## config.mk

```make
export PLATFORM = sky130hd
export DESIGN_NAME = seq_detect_param
export DESIGN_NICKNAME = d
export VERILOG_FILES = /design/src/rtl/seq_det_pkg.sv /design/src/rtl/seq_det_window.sv /design/src/rtl/seq_detect_param.sv
export SDC_FILE = /design/constraint.sdc
export NUM_CORES = 1
export LEC_CHECK = 0
export CAP_MARGIN = 20
export CORE_UTILIZATION = 43
export DETAILED_ROUTE_END_ITERATION = 12
export GPL_TIMING_DRIVEN = 0
export PLACE_DENSITY = 0.74
export SETUP_SLACK_MARGIN = 0.5
export SYNTH_ARGS = -nofsm -noshare
export SYNTH_HDL_FRONTEND = slang
export SYNTH_SLANG_ARGS = --single-unit
```

## constraint.sdc

```tcl
create_clock -name clk -period 1.5 [get_ports clk]
set_input_delay 0.3 -clock clk [delete_from_list [all_inputs] [get_ports clk]]
set_output_delay 0.3 -clock clk [all_outputs]
set_load 0.05 [all_outputs]
```

## src/rtl/seq_det_pkg.sv

```systemverilog
// Shared types and constants for the programmable serial pattern detector.
// Counter feature macro: SEQ_DET_MATCH_CNT_EN.
package seq_det_pkg;

    localparam logic [3:0] DEF_PAT = 4'b1011;

    typedef enum logic {
        MODE_NONOVL = 1'b0,
        MODE_OVL    = 1'b1
    } mode_e;

    function automatic int fill_w(input int n);
        return $clog2(n + 1);
    endfunction

endpackage

```

## src/rtl/seq_det_window.sv

```systemverilog
// Bit history, fill tracking and pattern comparison.
// match_next is combinational and reflects the bit being accepted this cycle.
module seq_det_window
    import seq_det_pkg::*;
#(
    parameter int PAT_LEN = 4,
    parameter int FW      = fill_w(PAT_LEN)
) (
    input  logic               clk,
    input  logic               reset,
    input  logic               clear,
    input  logic               shift,
    input  logic               sequence_in,
    input  mode_e              mode,
    input  logic [PAT_LEN-1:0] pattern,
    output logic               match_next
);

    localparam logic [FW-1:0] FULL = FW'(PAT_LEN);

    logic [PAT_LEN-1:0] history;
    logic [FW-1:0]      fill;
    logic [PAT_LEN-1:0] hist_shift;
    logic [FW-1:0]      fill_inc;
    logic [FW-1:0]      fill_nxt;

    always_comb begin
        hist_shift = {history[PAT_LEN-2:0], sequence_in};
        fill_inc   = (fill == FULL) ? FULL : fill + 1'b1;
        match_next = shift && (fill_inc == FULL) && (hist_shift == pattern);
        // Non-overlapping mode demands a fresh window after every hit
        fill_nxt   = (match_next && mode == MODE_NONOVL) ? '0 : fill_inc;
    end

    always_ff @(posedge clk) begin
        if (reset) begin
            history <= '0;
            fill    <= '0;
        end else begin
            unique case (1'b1)
                clear: begin
                    history <= '0;
                    fill    <= '0;
                end
                shift: begin
                    history <= hist_shift;
                    fill    <= fill_nxt;
                end
                default: ;
            endcase
        end
    end

endmodule

```

## src/rtl/seq_detect_param.sv

```systemverilog
// Runtime-programmable serial pattern detector with match pulse and counter.
// Define SEQ_DET_MATCH_CNT_EN to build match_count / count_sat.
module seq_detect_param
    import seq_det_pkg::*;
#(
    parameter int                 PAT_LEN   = 4,
    parameter logic [PAT_LEN-1:0] RESET_PAT = PAT_LEN'(DEF_PAT),
    parameter int                 CNT_W     = 8
) (
    input  logic               clk,
    input  logic               reset,
    input  logic               sequence_in,
    input  logic               valid_in,
    input  logic [PAT_LEN-1:0] pattern_in,
    input  logic               pattern_load,
    input  logic               overlap_en,
    output logic               detector_out,
    output logic [CNT_W-1:0]   match_count,
    output logic               count_sat
);

    logic [PAT_LEN-1:0] pattern_q;
    logic               shift;
    logic               match_next;
    mode_e              mode;

    // A load in the same cycle as a valid bit drops that bit
    assign shift = valid_in & ~pattern_load;
    assign mode  = mode_e'(overlap_en);

    seq_det_window #(
        .PAT_LEN (PAT_LEN)
    ) u_window (
        .clk         (clk),
        .reset       (reset),
        .clear       (pattern_load),
        .shift       (shift),
        .sequence_in (sequence_in),
        .mode        (mode),
        .pattern     (pattern_q),
        .match_next  (match_next)
    );

    always_ff @(posedge clk) begin
        if (reset) begin
            pattern_q    <= RESET_PAT;
            detector_out <= 1'b0;
        end else begin
            if (pattern_load) begin
                pattern_q <= pattern_in;
            end
            detector_out <= match_next;
        end
    end

`ifdef SEQ_DET_MATCH_CNT_EN
    localparam logic [CNT_W-1:0] CNT_MAX = '1;

    assign count_sat = (match_count == CNT_MAX);

    always_ff @(posedge clk) begin
        if (reset) begin
            match_count <= '0;
        end else if (match_next && !count_sat) begin
            match_count <= match_count + 1'b1;
        end
    end
`else
    assign match_count = '0;
    assign count_sat   = 1'b0;
`endif

endmodule

```

==> flow_metrics.py, run 1 <==
metrics = {
    "power_and_ir_drop": {
        "ir_worst_vdd_mv": 0.624,
        "p_per_area_nw_per_um2": 780,
        "power_leakage_nw": 0.385,
        "fin_total_pwr_mw": 0.669,
    },
    "synth": {
        "ys_types": 23,
        "yosysMostFrequentCell": "dfxtp_1",
        "ys_seq_elements": 11,
        "yosys.area_share.simple": 0.196,
        "synthTopCellsByArea": "dfxtp_1 36%, buf_4 11%, mux2i_1 9.9%, xor2_1 5.8%, nor2_1 4.3%",
        "ys_seq_area_frac": 0.364,
        "synth_compound_area_frac": 0.0950,
        "synthFlopType": "dfxtp_1",
        "synth_top_family_by_area": "simple AND/OR/NAND/NOR gates",
        "synth_commonest_cells": "11 x dfxtp_1, 9 x buf_4, 7 x nor2_1",
        "synth_edf_count": 0,
        "yosysTopAreaCell": "dfxtp_1",
        "async_flop_share": 0,
        "yosys_warnings": 0,
        "syn_inst": 62,
        "yosys.area.top_type_share": 0.364,
        "synth_mux_area_frac": 0.0992,
        "syn_area_um2": 606,
        "synthXorXnorAreaFrac": 0.0579,
        "syn_avg_cell_area_um2": 9.77,
        "yosys.area_share.adder": 0.0413,
    },
    "worst_hold_path": {
        "hold_path_end": "u_window.history[0]",
        "worstHoldStart": "sequence_in",
        "hold_path.class": "primary input to flip-flop",
        "worstHoldPathCells": 3,
    },
    "cells_and_area": {
        "num-nets-final": 98,
        "instances_no_fill": 100,
        "diodes": 0,
        "fill_cells": 121,
        "final_util": 0.660,
        "area_growth_syn_to_layout_pct": 41.7,
        "drive_gt1_frac": 0.424,
    },
    "clock_tree": {
        "cts_max_path_buffers": 2,
        "cts_buffers": 3,
        "root_buffer": "clkbuf_4",
        "insertion_delay_ns": 0.26,
        "clk_pin_slew_ns": 0.07,
        "htreeDepth": 1,
        "cts_num_sinks": 11,
        "cts_hold_buf": 0,
        "cts_tree": "built",
    },
    "critical_path": {
        "rr_worst_depth": 5,
        "required_ns": 1.68,
        "critPathLaunchType": "flip-flop",
        "timing.rr.start": "u_window.fill[0]",
        "end_kind": "flip-flop",
        "rrSetupSlack_ns": 0.36,
        "r2r-end": "detector_out",
        "critPathMaxFanout": 4,
        "crit_arrival_ns": 1.31,
        "critical_path_class": "flip-flop to flip-flop",
    },
    "global_routing": {
        "grtUsageTotal": 0.144,
        "grt_pass1_vias": 362,
        "grt_max_degree": 11,
        "grt_pass1_wl_um": 1430,
        "overflow": 0,
        "antenna_found_initial": 0,
    },
    "drt": {
        "num_vias": 467,
        "drc_errors": 0,
        "wl_per_cell_um": 10.7,
        "finalWirelength_um": 1070,
        "dr.first_iter.drc_count": 6,
        "via_per_inst": 4.67,
        "ant_nets": 0,
        "drt-pass1-iter-count": 4,
    },
    "placement": {
        "hpwl_um": 728,
        "place_inst": 93,
        "port_buffers": 8,
        "gp_congestion": 0.735,
    },
    "floorplan": {
        "die_h_um": 39.5,
        "initial_core_util": 0.465,
        "die-area_um2": 1560,
        "core_um2": 1300,
        "io_pins": 20,
        "rows": 13,
        "dieWidth_um": 39.5,
    },
    "timing": {
        "tns_ns": 0,
        "finalCritPeriodShare": 0.759,
        "timing.fmax_ghz": 0.879,
        "holdWs_ns": 0.387,
        "drv_slew": 0,
        "hold_viol": 0,
        "skew_ns": 0.00320,
        "rsz0062_at_grt": "true",
        "setup-violations-final": 0,
        "period_minus_slack_ns": 1.14,
    },
    "flow_run": {
        "max_cap_viol_count": 0,
    },
    "status": {
        "status": "finished clean",
    },
}
==> worst max-delay path, stage by stage, from the launching register on <==
cell	delay, ns
dfxtp_4	0.36
inv_2	0.06
ha_4	0.14
nand3b_1	0.11
o2111ai_1	0.12
nor4b_2	0.27
==> worst max-delay path by stage <==
stage               slack [ns]              from  cells after the start               end
floorplan                 0.46  u_window.fill[0]                      4  u_window.fill[2]
global placement         0.004             reset                      4      detector_out
detailed placement       -0.01             reset                      4      detector_out
CTS                       0.38  u_window.fill[0]                      4      detector_out
global route              0.30  u_window.fill[0]                      5      detector_out
finish                    0.36  u_window.fill[0]                      5      detector_out
==> kinds of logic (layout without fill, tap and decap cells) <==
group / Yosys count / count (layout)
xor+xnor: 4 / 4
flops: 11 / 11
compound gates: 7 / 7
buf+inv: 13 / 28
mux: 6 / 6
fa+ha+maj: 2 / 2
other cells: 1 / 9
simple gates: 18 / 18
==> per-stage QoR <==
stage,instance area [um^2],setup WS [ns]
final,858,0.362
after global routing,858,0.300
after CTS,786,0.379
after detailed placement,754,-0.0113
after global placement,754,0.00397
after floorplan,656,0.462
==> area by class of cell <==
| cell class | count | area [um^2] | area share |
|---|---|---|---|
| buffer | 11 | 77.6 | 0.0904 |
| clock buffer | 4 | 26.3 | 0.0306 |
| inverter | 2 | 7.51 | 0.00875 |
| multi-input combinational | 46 | 393 | 0.458 |
| sequential | 11 | 230 | 0.268 |
| tap | 15 | 18.8 | 0.0219 |
| timing repair buffer | 11 | 105 | 0.122 |
==> registers in the layout (all words and copies together), names as in the netlist <==
name              cells
u_window.fill         3
detector_out          1
pattern_q             4
u_window.history      3
==> layout by cell type (no fill, tap or decap), types with 2 or more instances in the layout <==
master	Yosys	routed
mux2i_1	6	6
buf_2	2	2
nor2b_1	3	3
nor2_1	7	6
inv_2	0	2
clkdlybuf4s50_1	0	5
dfxtp_1	11	5
a211o_1	3	3
xor2_1	4	3
clkbuf_4	0	3
conb_1	1	9
buf_4	9	12
nor4_4	0	2
dfxtp_2	0	5
==> layer usage <==
layer  global-route usage  routed length, um
met4                0.103                 12
met1                0.175                492
met3               0.0511                 53
met2                0.205                512
met5                    0                  0
==> report_power, final <==
group / total [mW] / leakage [nW] / switching (mW) / internal [mW]
Sequential: 0.310 / 0.0930 / 0.00793 / 0.302
Clock: 0.195 / 0.0150 / 0.0926 / 0.103
Combinational: 0.164 / 0.277 / 0.0964 / 0.0677
Total: 0.669 / 0.385 / 0.197 / 0.472
==> repair_timing <==
item,in CTS,in global routing
setup endpoints to repair,8,4
pin swaps,0,2
gates resized for setup,8,12
buffers inserted,1,2
Note: power is estimated with default switching activity, not from simulation.
==> inputs of run 2 (changes only) <==
- clock period: 1.5 -> 1.2 ns (I/O delays scaled with it)
==> run 2 against run 1 <==
Highest routed layer unchanged; critical path type unchanged; sequential cell count unchanged; combinational power up 20%; clock skew down 0.0019 ns; largest cell class unchanged.
==> flow_metrics.py, run 2 (synthesis gave the netlist of run 1 again) <==
metrics = {
    "status": {
        "status": "finished clean",
    },
    "cells_and_area": {
        "final_util": 0.645,
        "seq_area_um2": 234,
        "num-nets-final": 95,
        "diodes": 0,
        "mostFrequentLayoutCells": "9 x buf_4, 9 x conb_1, 8 x dfxtp_2",
        "top_regs": "pattern_q: 4 flops, u_window.fill: 3 flops, u_window.history: 3 flops",
        "area_growth_syn_to_layout_pct": 38.6,
        "fill_cells": 113,
        "drive_gt1_frac": 0.476,
        "largest_reg_flops": 4,
        "multiInputGateArea_um2": 369,
        "instances_no_fill": 97,
        "top_register": "pattern_q",
    },
    "power_and_ir_drop": {
        "p_switching_mw": 0.251,
        "power_leakage_nw": 0.382,
        "p_per_area_nw_per_um2": 1000,
        "ir_worst_vdd_mv": 0.756,
        "pwr-share-clk": 0.304,
        "comb_power_share": 0.234,
        "fin_total_pwr_mw": 0.841,
        "p_seq_frac": 0.463,
        "p_int_mw": 0.590,
        "p_sw_frac": 0.298,
    },
    "timing": {
        "hold_viol": 0,
        "rsz0062_at_grt": "true",
        "tns_ns": 0,
        "skew_ns": 0.00131,
        "setup-violations-final": 0,
        "timing.fmax_ghz": 0.891,
        "fin_ws_ns": 0.0774,
        "drv_slew": 0,
        "period_minus_slack_ns": 1.12,
        "finalCritPeriodShare": 0.936,
    },
    "critical_path": {
        "rrSetupSlack_ns": 0.08,
        "required_ns": 1.39,
        "slowest_stage": "dfxtp_2",
        "crit_arrival_ns": 1.31,
        "worst_path_largest_cell_delay_ns": 0.33,
        "end_kind": "flip-flop",
        "rr_worst_depth": 3,
        "timing.rr.start": "pattern_q[2]",
        "critical_path_class": "flip-flop to flip-flop",
        "r2r-end": "detector_out",
        "critPathLaunchType": "flip-flop",
        "critPathMaxFanout": 2,
        "worstPathCellList": "xor2_1 -> nor4_2 -> nor4b_2",
    },
    "global_routing": {
        "overflow": 0,
        "grt_pass1_wl_um": 1370,
        "grtUsageMet3": 0.102,
        "antenna_found_initial": 0,
        "grt_pass1_vias": 325,
        "top_usage_layer": "met2",
        "met2_usage": 0.193,
        "grt.met1_usage": 0.172,
        "grt_max_degree": 11,
        "grtUsageTotal": 0.139,
    },
    "clock_tree": {
        "insertion_delay_ns": 0.27,
        "root_buffer": "clkbuf_4",
        "cts_buffers": 3,
        "clk_pin_slew_ns": 0.07,
        "cts_num_sinks": 11,
        "cts_max_path_buffers": 2,
        "cts_hold_buf": 0,
        "htreeDepth": 1,
        "cts_tree": "built",
    },
    "placement": {
        "gp_congestion": 0.712,
        "post-place-ws_ns": -0.248,
        "hpwl_um": 686,
        "port_buffers": 8,
        "place_inst": 93,
    },
    "drt": {
        "ant_nets": 0,
        "finalWirelength_um": 959,
        "num_vias": 449,
        "drt-pass1-iter-count": 4,
        "via_per_inst": 4.63,
        "dr.first_iter.drc_count": 1,
        "wl_per_cell_um": 9.89,
        "drc_errors": 0,
    },
    "floorplan": {
        "core_um2": 1300,
        "die_h_um": 39.5,
        "dieWidth_um": 39.5,
        "initial_core_util": 0.465,
        "io_pins": 20,
        "rows": 13,
        "die-area_um2": 1560,
    },
    "flow_run": {
        "max_cap_viol_count": 0,
    },
    "worst_hold_path": {
        "hold_path_end": "pattern_q[1]",
        "hold_path.class": "primary input to flip-flop",
        "worstHoldStart": "pattern_load",
        "worstHoldPathCells": 2,
    },
}
run 2: cell types whose count changed in the layout (fill, tap and decap cells not counted), sizes merged:
| cell | previous run | this run |
|---|---|---|
| buf | 15 | 12 |
| dlygate4sd2 | 1 | 0 |
| clkdlybuf4s15 | 0 | 1 |
| clkbuf | 4 | 3 |
| clkinv | 0 | 1 |
run 2: worst max-delay path: cells and delay by family (launching register included):
kind	cells	cell delay, ns
flip-flops	1	0.33
AND/OR/NAND/NOR	2	0.55
XOR/XNOR	1	0.16
run 2: layout make-up:
cell class              count  share of cell area
clock inverters             1             0.00596
clock buffers               3              0.0268
repair buffers              8               0.106
well taps                  15              0.0224
multi-input cells          46               0.440
flip-flops and latches     11               0.279
plain buffers              11               0.112
inverters                   2             0.00894
run 2: worst max path at each step:
| stage | start | to | slack (ns) | depth (start not counted) |
|---|---|---|---|---|
| 2_1_floorplan | u_window.fill[0] | u_window.fill[2] | 0.16 | 4 |
| 6_report | pattern_q[2] | detector_out | 0.08 | 3 |
| 5_1_grt | pattern_q[2] | detector_out | -0.03 | 3 |
| 3_5_place_dp | reset | detector_out | -0.25 | 4 |
| 3_3_place_gp | reset | detector_out | -0.25 | 4 |
| 4_1_cts | pattern_q[2] | detector_out | 0.06 | 3 |
run 2: repair_timing:
item                       4_1_cts  5_1_grt
pin swaps                        1        1
setup buffers                    0        0
gates resized for setup         11       12
setup endpoints to repair       12        9
run 2: power groups by stage:
stage	Clock (mW)	Sequential (mW)	Combinational (mW)
finish	0.255	0.389	0.196
global route	0.292	0.390	0.210
CTS	0.269	0.386	0.190
detailed placement	0	0.396	0.187
global placement	0	0.396	0.185
floorplan	0	0.394	0.152
run 2: metal layers:
layer	up-vias	part of all wire	wire length, um
li1	236	-	-
met1	194	0.45	432
met2	16	0.45	434
met3	3	0.087	83
met4	0	0.0083	8
met5	-	0	0
run 2: through the flow:
| step | instance area (um^2) | hold WS, ns |
|---|---|---|
| final | 840 | 0.229 |
| after global routing | 840 | 0.217 |
| after CTS | 806 | 0.203 |
| after detailed placement | 772 | 0.494 |
| after global placement | 772 | 0.487 |
| after floorplan | 673 | 0.312 |
==> inputs of run 3 (changes only) <==
- SLEW_MARGIN: unset -> 10
==> results of run 3 <==
No change in the layout: final DEF, timing and power equal those of run 2.
==> RTL edit 1, RTL diff (flow settings as in run 1) <==
Add a define of `SEQ_DET_MATCH_CNT_EN`.
--- a/src/rtl/seq_detect_param.sv
+++ b/src/rtl/seq_detect_param.sv
@@ -1,5 +1,7 @@
 // Runtime-programmable serial pattern detector with match pulse and counter.
 // Define SEQ_DET_MATCH_CNT_EN to build match_count / count_sat.
+`define SEQ_DET_MATCH_CNT_EN
+
 module seq_detect_param
     import seq_det_pkg::*;
 #(
Check against the original RTL: not equivalent (Yosys sat finds a counterexample within 10 cycles, from zero or initial values and one cycle with reset high).
==> RTL edit 1 against run 1 <==
- the flow now finishes with violations (setup timing)
- critical path depth increased by 2
- design area increased by 90%
- worst setup slack got worse by 0.71 ns
- combinational power decreased by 26%
- sequential cell count increased by 8
- synthesized area increased by 75%
- routed wire length increased by 120%
- core utilization increased by 5.7 points
- die area increased by 71%
- power increased by 35%
- largest cell class unchanged
- largest power group unchanged
==> RTL edit 1: results (changes against run 1) <==
nets=155 (+58%); syn nets=between 100 and 150; Min Clock Period, post-route=1.85 ns (+0.712 ns); Seq/Total Area, Yosys=0.358 (-0.00515); Adder-Cell Fraction of Synth Area=0.0354 (-0.00594); first-pass GRT wire length=3.73 mm (+160%); CTS Buf Count=3 (unchanged); n_diodes=0 (unchanged); clock-pin slew on the worst setup and hold paths=0.12 ns (+0.05 ns); Synth Area in Compound Gates=0.0884 (-0.00660); filler cell count in the final layout=169 (+40%); initial DRC count=12 (+6); antenna violations before repair=0 (unchanged); worst-case clock buffer depth=2 (unchanged); via count=920 (+97%); post-layout instance area=1630 sq um (+90%); share of layout cells above drive strength 1=0.461 (+0.0375); failing checks=setup timing; pin count of the biggest net entering global routing=12 (+1); vias in the first global route=792 (+120%); mux contribution to synthesized area=0.140 (+0.0412); top cells by area, synth=dfxtp_1 (36%), nor4_2 (7.1%), mux2i_1 (6.6%), mux2_1 (6.4%), nor2b_1 (5.3%); synth unique cells=34 (+48%); prevailing post-synth register cell=dfxtp_1; Max IR drop VDD=0.740 mV (+19%); final HPWL from detailed placement=1.57 mm (+120%); placed cell areas=1430 sq um (+89%); LEAKAGE=0.681 nW (+77%); Placer Congestion=0.799 (+8.8%); most common library cells after synthesis=dfxtp_1 (19), nor2_1 (10), nor2b_1 (9); post-synthesis xor/xnor area fraction=0.0330 (-0.0248); Ys Warns=0 (unchanged); Avg WL per Cell=14.2 um (+32%); Largest regs=match_count x8, pattern_q x4; Setup TNS Final=-2.71 ns (-2.71 ns); Hold Path Depth=3 (unchanged); CP max stage delay=0.43 ns (+0.07 ns); # setup viols final=11 (+11); met2 global-route usage=0.292 (+0.0873); GRT Overall Usage=0.189 (+0.0452); slowest CP cell=or4_4; Setup Skew=0.00849 ns (+0.00529 ns); met1 usage=0.260 (+0.0856); CTS H-tree lvls=1 (unchanged); Worst Hold Class=input port to register; CTS root buffer=clkbuf_4; 1st-pass router iterations=4 (unchanged); worst skew pair latency=0.30 ns (+0.04 ns); Final WS setup=-0.350 ns (-0.712 ns); Max transition margin=0.711; status=finished with violations; I/O Buffers=17 (+9); Worst EP arrival=2.05 ns (+0.74 ns); CP max FO=8 (+4); met3 Track Usage GR=0.0263 (-0.0248); cells on worst reg2reg path=7 (+2)
[RTL edit 1: changes by cell type in the layout (fill, tap and decap cells not counted), moves of 5 or more]
cell / delta
nor2b_1: +6
dfxtp_4: +7
buf_8: +8
nor4_4: +5
nor3_1: +5
conb_1: -9
[RTL edit 1: power breakdown]
group	switching (mW)	internal, mW
Sequential	0.00725	0.501
Combinational	0.0622	0.0590
Clock	0.172	0.0993
Total	0.241	0.659
[RTL edit 1: stage by stage]
step | cells | worst slack, ns | total power, mW
floorplan | 110 | -0.284 | 0.602
global placement | 155 | -0.727 | 0.635
detailed placement | 155 | -0.745 | 0.637
CTS | 161 | -0.370 | 0.906
global route | 169 | -0.416 | 0.943
finish | 169 | -0.350 | 0.901
[RTL edit 1: path summary, 6_finish.rpt]
kind	from	to	slack [ns]
max	u_window.fill[0]	match_count[0]	-0.35
min	valid_in	u_window.fill[0]	0.41
max reg2reg	u_window.fill[0]	match_count[0]	-0.35
min reg2reg	pattern_q[2]	pattern_q[2]	0.54
[RTL edit 1: cell families after synthesis]
logic type,Yosys count
compound gates,12
simple gates,46
buf+inv,12
xor+xnor,4
fa+ha+maj,3
mux,14
flops,19
[RTL edit 1: area by class of cell]
type	count	area share
Multi-Input combinational cell	79	0.470
Sequential cell	19	0.254
Timing Repair Buffer	27	0.185
Buffer	7	0.0414
Tap cell	28	0.0215
Clock buffer	3	0.0138
Inverter	5	0.0115
Clock inverter	1	0.00307
[RTL edit 1: routing by layer]
layer	up-vias	share of wire
met5	-	0
met4	0	0.015
met3	4	0.028
met2	15	0.46
met1	441	0.49
li1	460	-
[RTL edit 1: critical path: cells and delay by family (launching register included)]
kind / cells / cell delay, ns
multiplexers: 1 / 0.35
adder cells (fa/ha/maj): 1 / 0.13
buffers and inverters: 2 / 0.23
flip-flops: 1 / 0.38
AO/OA/AOI/OAI: 1 / 0.06
AND/OR/NAND/NOR: 2 / 0.59
[RTL edit 1: repair_timing]
action,in CTS,in global routing
resized for setup,85,9
buffers inserted,2,8
pin swaps,1,2
setup endpoints to repair,29,22
==> RTL edit 2, RTL diff (settings of run 1) <==
Made on the original files. Remove the register `detector_out`: a continuous assignment takes its place, so the output `detector_out` follows one clock earlier.
--- a/src/rtl/seq_detect_param.sv
+++ b/src/rtl/seq_detect_param.sv
@@ -44,14 +44,14 @@
     always_ff @(posedge clk) begin
         if (reset) begin
             pattern_q    <= RESET_PAT;
-            detector_out <= 1'b0;
         end else begin
             if (pattern_load) begin
                 pattern_q <= pattern_in;
             end
-            detector_out <= match_next;
         end
     end
+
+    assign detector_out = match_next;
 
 `ifdef SEQ_DET_MATCH_CNT_EN
     localparam logic [CNT_W-1:0] CNT_MAX = '1;
Behaviour: not the same (Yosys sat finds a counterexample within 4 cycles, from zero or initial values and one cycle with reset high).
==> RTL edit 2 against run 1 <==
- the flow now finishes with violations (setup timing)
- synthesized area decreased by 1.9%
- sequential cell count fell by 1
- design area fell by 2.3%
- routed wire length decreased by 14%
- die area down 1.8%
- worst setup slack got worse by 0.71 ns
- power grew 1.5%
- core utilization is 0.72 points lower
- largest power group unchanged
==> RTL edit 2: results (changes against run 1) <==
status=finished with violations; failing checks=setup timing; worst-case clock buffer depth=2 (unchanged); CTS H-tree lvls=1 (unchanged); Synth Area in Compound Gates=0.0905 (-0.00452); antenna violations before repair=0 (unchanged); prevailing post-synth register cell=dfxtp_1; Setup Skew=0.00139 ns (-0.00181 ns); Hold Path Depth=2 (-1); LEAKAGE=0.374 nW (-3.1%); hold_ws=0.276 ns (-0.111 ns); first-pass GRT wire length=1.47 mm (+2.9%); Worst EP arrival=1.55 ns (+0.24 ns); cells on worst reg2reg path=5 (unchanged); final HPWL from detailed placement=733 um (+0.78%); CP max FO=3 (-1); flop-to-flop setup slack=0.26 ns (-0.10 ns); Worst Hold Class=input port to register; Max IR drop VDD=0.698 mV (+12%); clock-pin slew on the worst setup and hold paths=0.07 ns (about the same); vias in the first global route=381 (+5.2%); nets=96 (-2.0%); CP max stage delay=about 0.35 ns; share of layout cells above drive strength 1=0.410 (-0.0139); GRT Overall Usage=0.145 (+0.000696); Ys Warns=0 (unchanged); pin count of the biggest net entering global routing=11 (unchanged); I/O Buffers=8 (unchanged); n_diodes=0 (unchanged); CP top delay family=simple AND/OR/NAND/NOR gates; CTS root buffer=clkbuf_4; initial DRC count=4 (-2); 1st-pass router iterations=2 (-2); top cells by area, synth=dfxtp_1 (34%), buf_4 (11%), mux2i_1 (10%), xor2_1 (5.9%), a211o_2 (5.1%); # setup viols final=1 (+1); Placer Congestion=0.695 (-5.4%); CTS Buf Count=3 (unchanged); Avg WL per Cell=9.37 um (-13%); vias per cell=4.52 (-3.2%); slowest CP cell=dfxtp_4; worst skew pair latency=0.26 ns (about the same); most common library cells after synthesis=dfxtp_1 (10), buf_4 (9), mux2i_1 (6), nor2_1 (6), xor2_1 (4); Final WS setup=-0.347 ns (-0.709 ns); DRC Markers=0 (unchanged); Adder-Cell Fraction of Synth Area=0.0421 (+0.000783); Seq/Total Area, Yosys=0.337 (-0.0268); fraction of registers with async set/reset=0 (unchanged); Largest regs=pattern_q x4, u_window.fill x3, u_window.history x3; mux contribution to synthesized area=0.101 (+0.00188); post-synthesis xor/xnor area fraction=0.0589 (+0.00110); synth unique cells=22 (-4.3%)
## RTL edit 2: per-stage QoR
step / worst slack (ns) / area (sq um) / TNS (ns) / std cells
finish: -0.347 / 838 / -0.347 / 98
global route: -0.433 / 838 / -0.433 / 98
CTS: -0.380 / 838 / -0.380 / 98
detailed placement: -1.04 / 776 / -1.23 / 93
global placement: -1.06 / 776 / -1.24 / 93
floorplan: -0.217 / 677 / -0.217 / 70
## RTL edit 2: worst paths after layout
check / end / startpoint
worst max register to register: u_window.fill[2] / u_window.fill[0]
worst min-delay path: pattern_q[3] / pattern_load
worst min register to register: pattern_q[2] / pattern_q[2]
worst max-delay path: detector_out / u_window.fill[0]
## RTL edit 2: report_power, final
part / internal (mW) / switching [mW]
Sequential: 0.275 / 0.00724
Combinational: 0.0703 / 0.0895
Clock: 0.147 / 0.0897
Total: 0.493 / 0.187
## RTL edit 2: what timing repair did
item                                   in CTS  in global routing
buffers inserted                            1                  0
endpoints found under the hold margin       0                  0
pin swaps                                   4                  2
gates resized for setup                    11                  0
setup endpoints to repair                   7                  3
## RTL edit 2: final cells by class
class,count,area [sq um]
inverters,3,11.3
well taps,15,18.8
plain buffers,12,101
multi-input cells,45,378
flip-flops and latches,10,205
repair buffers,9,87.6
clock buffers,4,36.3
fillers,114,447
## RTL edit 2: logic make-up after synthesis
| family | Yosys count |
|---|---|
| AOI/OAI and AO/OA | 7 |
| xor gates and xnor gates | 4 |
| adders and majority gates | 2 |
| buffers and inverters | 15 |
| DFF | 10 |
| muxes | 6 |
| other | 1 |
| and+or+nand+nor | 17 |
## RTL edit 2: layer usage
metal  wire length, um  part of all wire  GRT usage  up-vias
met5                 0                 0          0        -
met4                 0                 0      0.103        0
met3                45             0.049     0.0347        0
met2               465              0.51      0.242       12
met1               407              0.44      0.156      196
li1                  -                 -          -      235
## RTL edit 2: worst reg2reg max path: cells and delay by family, from the launching register on
family	cells	cell delay (ns)
AO/OA/AOI/OAI	1	0.11
adder cells (fa/ha/maj)	1	0.14
buffers and inverters	1	0.06
flip-flops	1	0.35
AND/OR/NAND/NOR	2	0.52
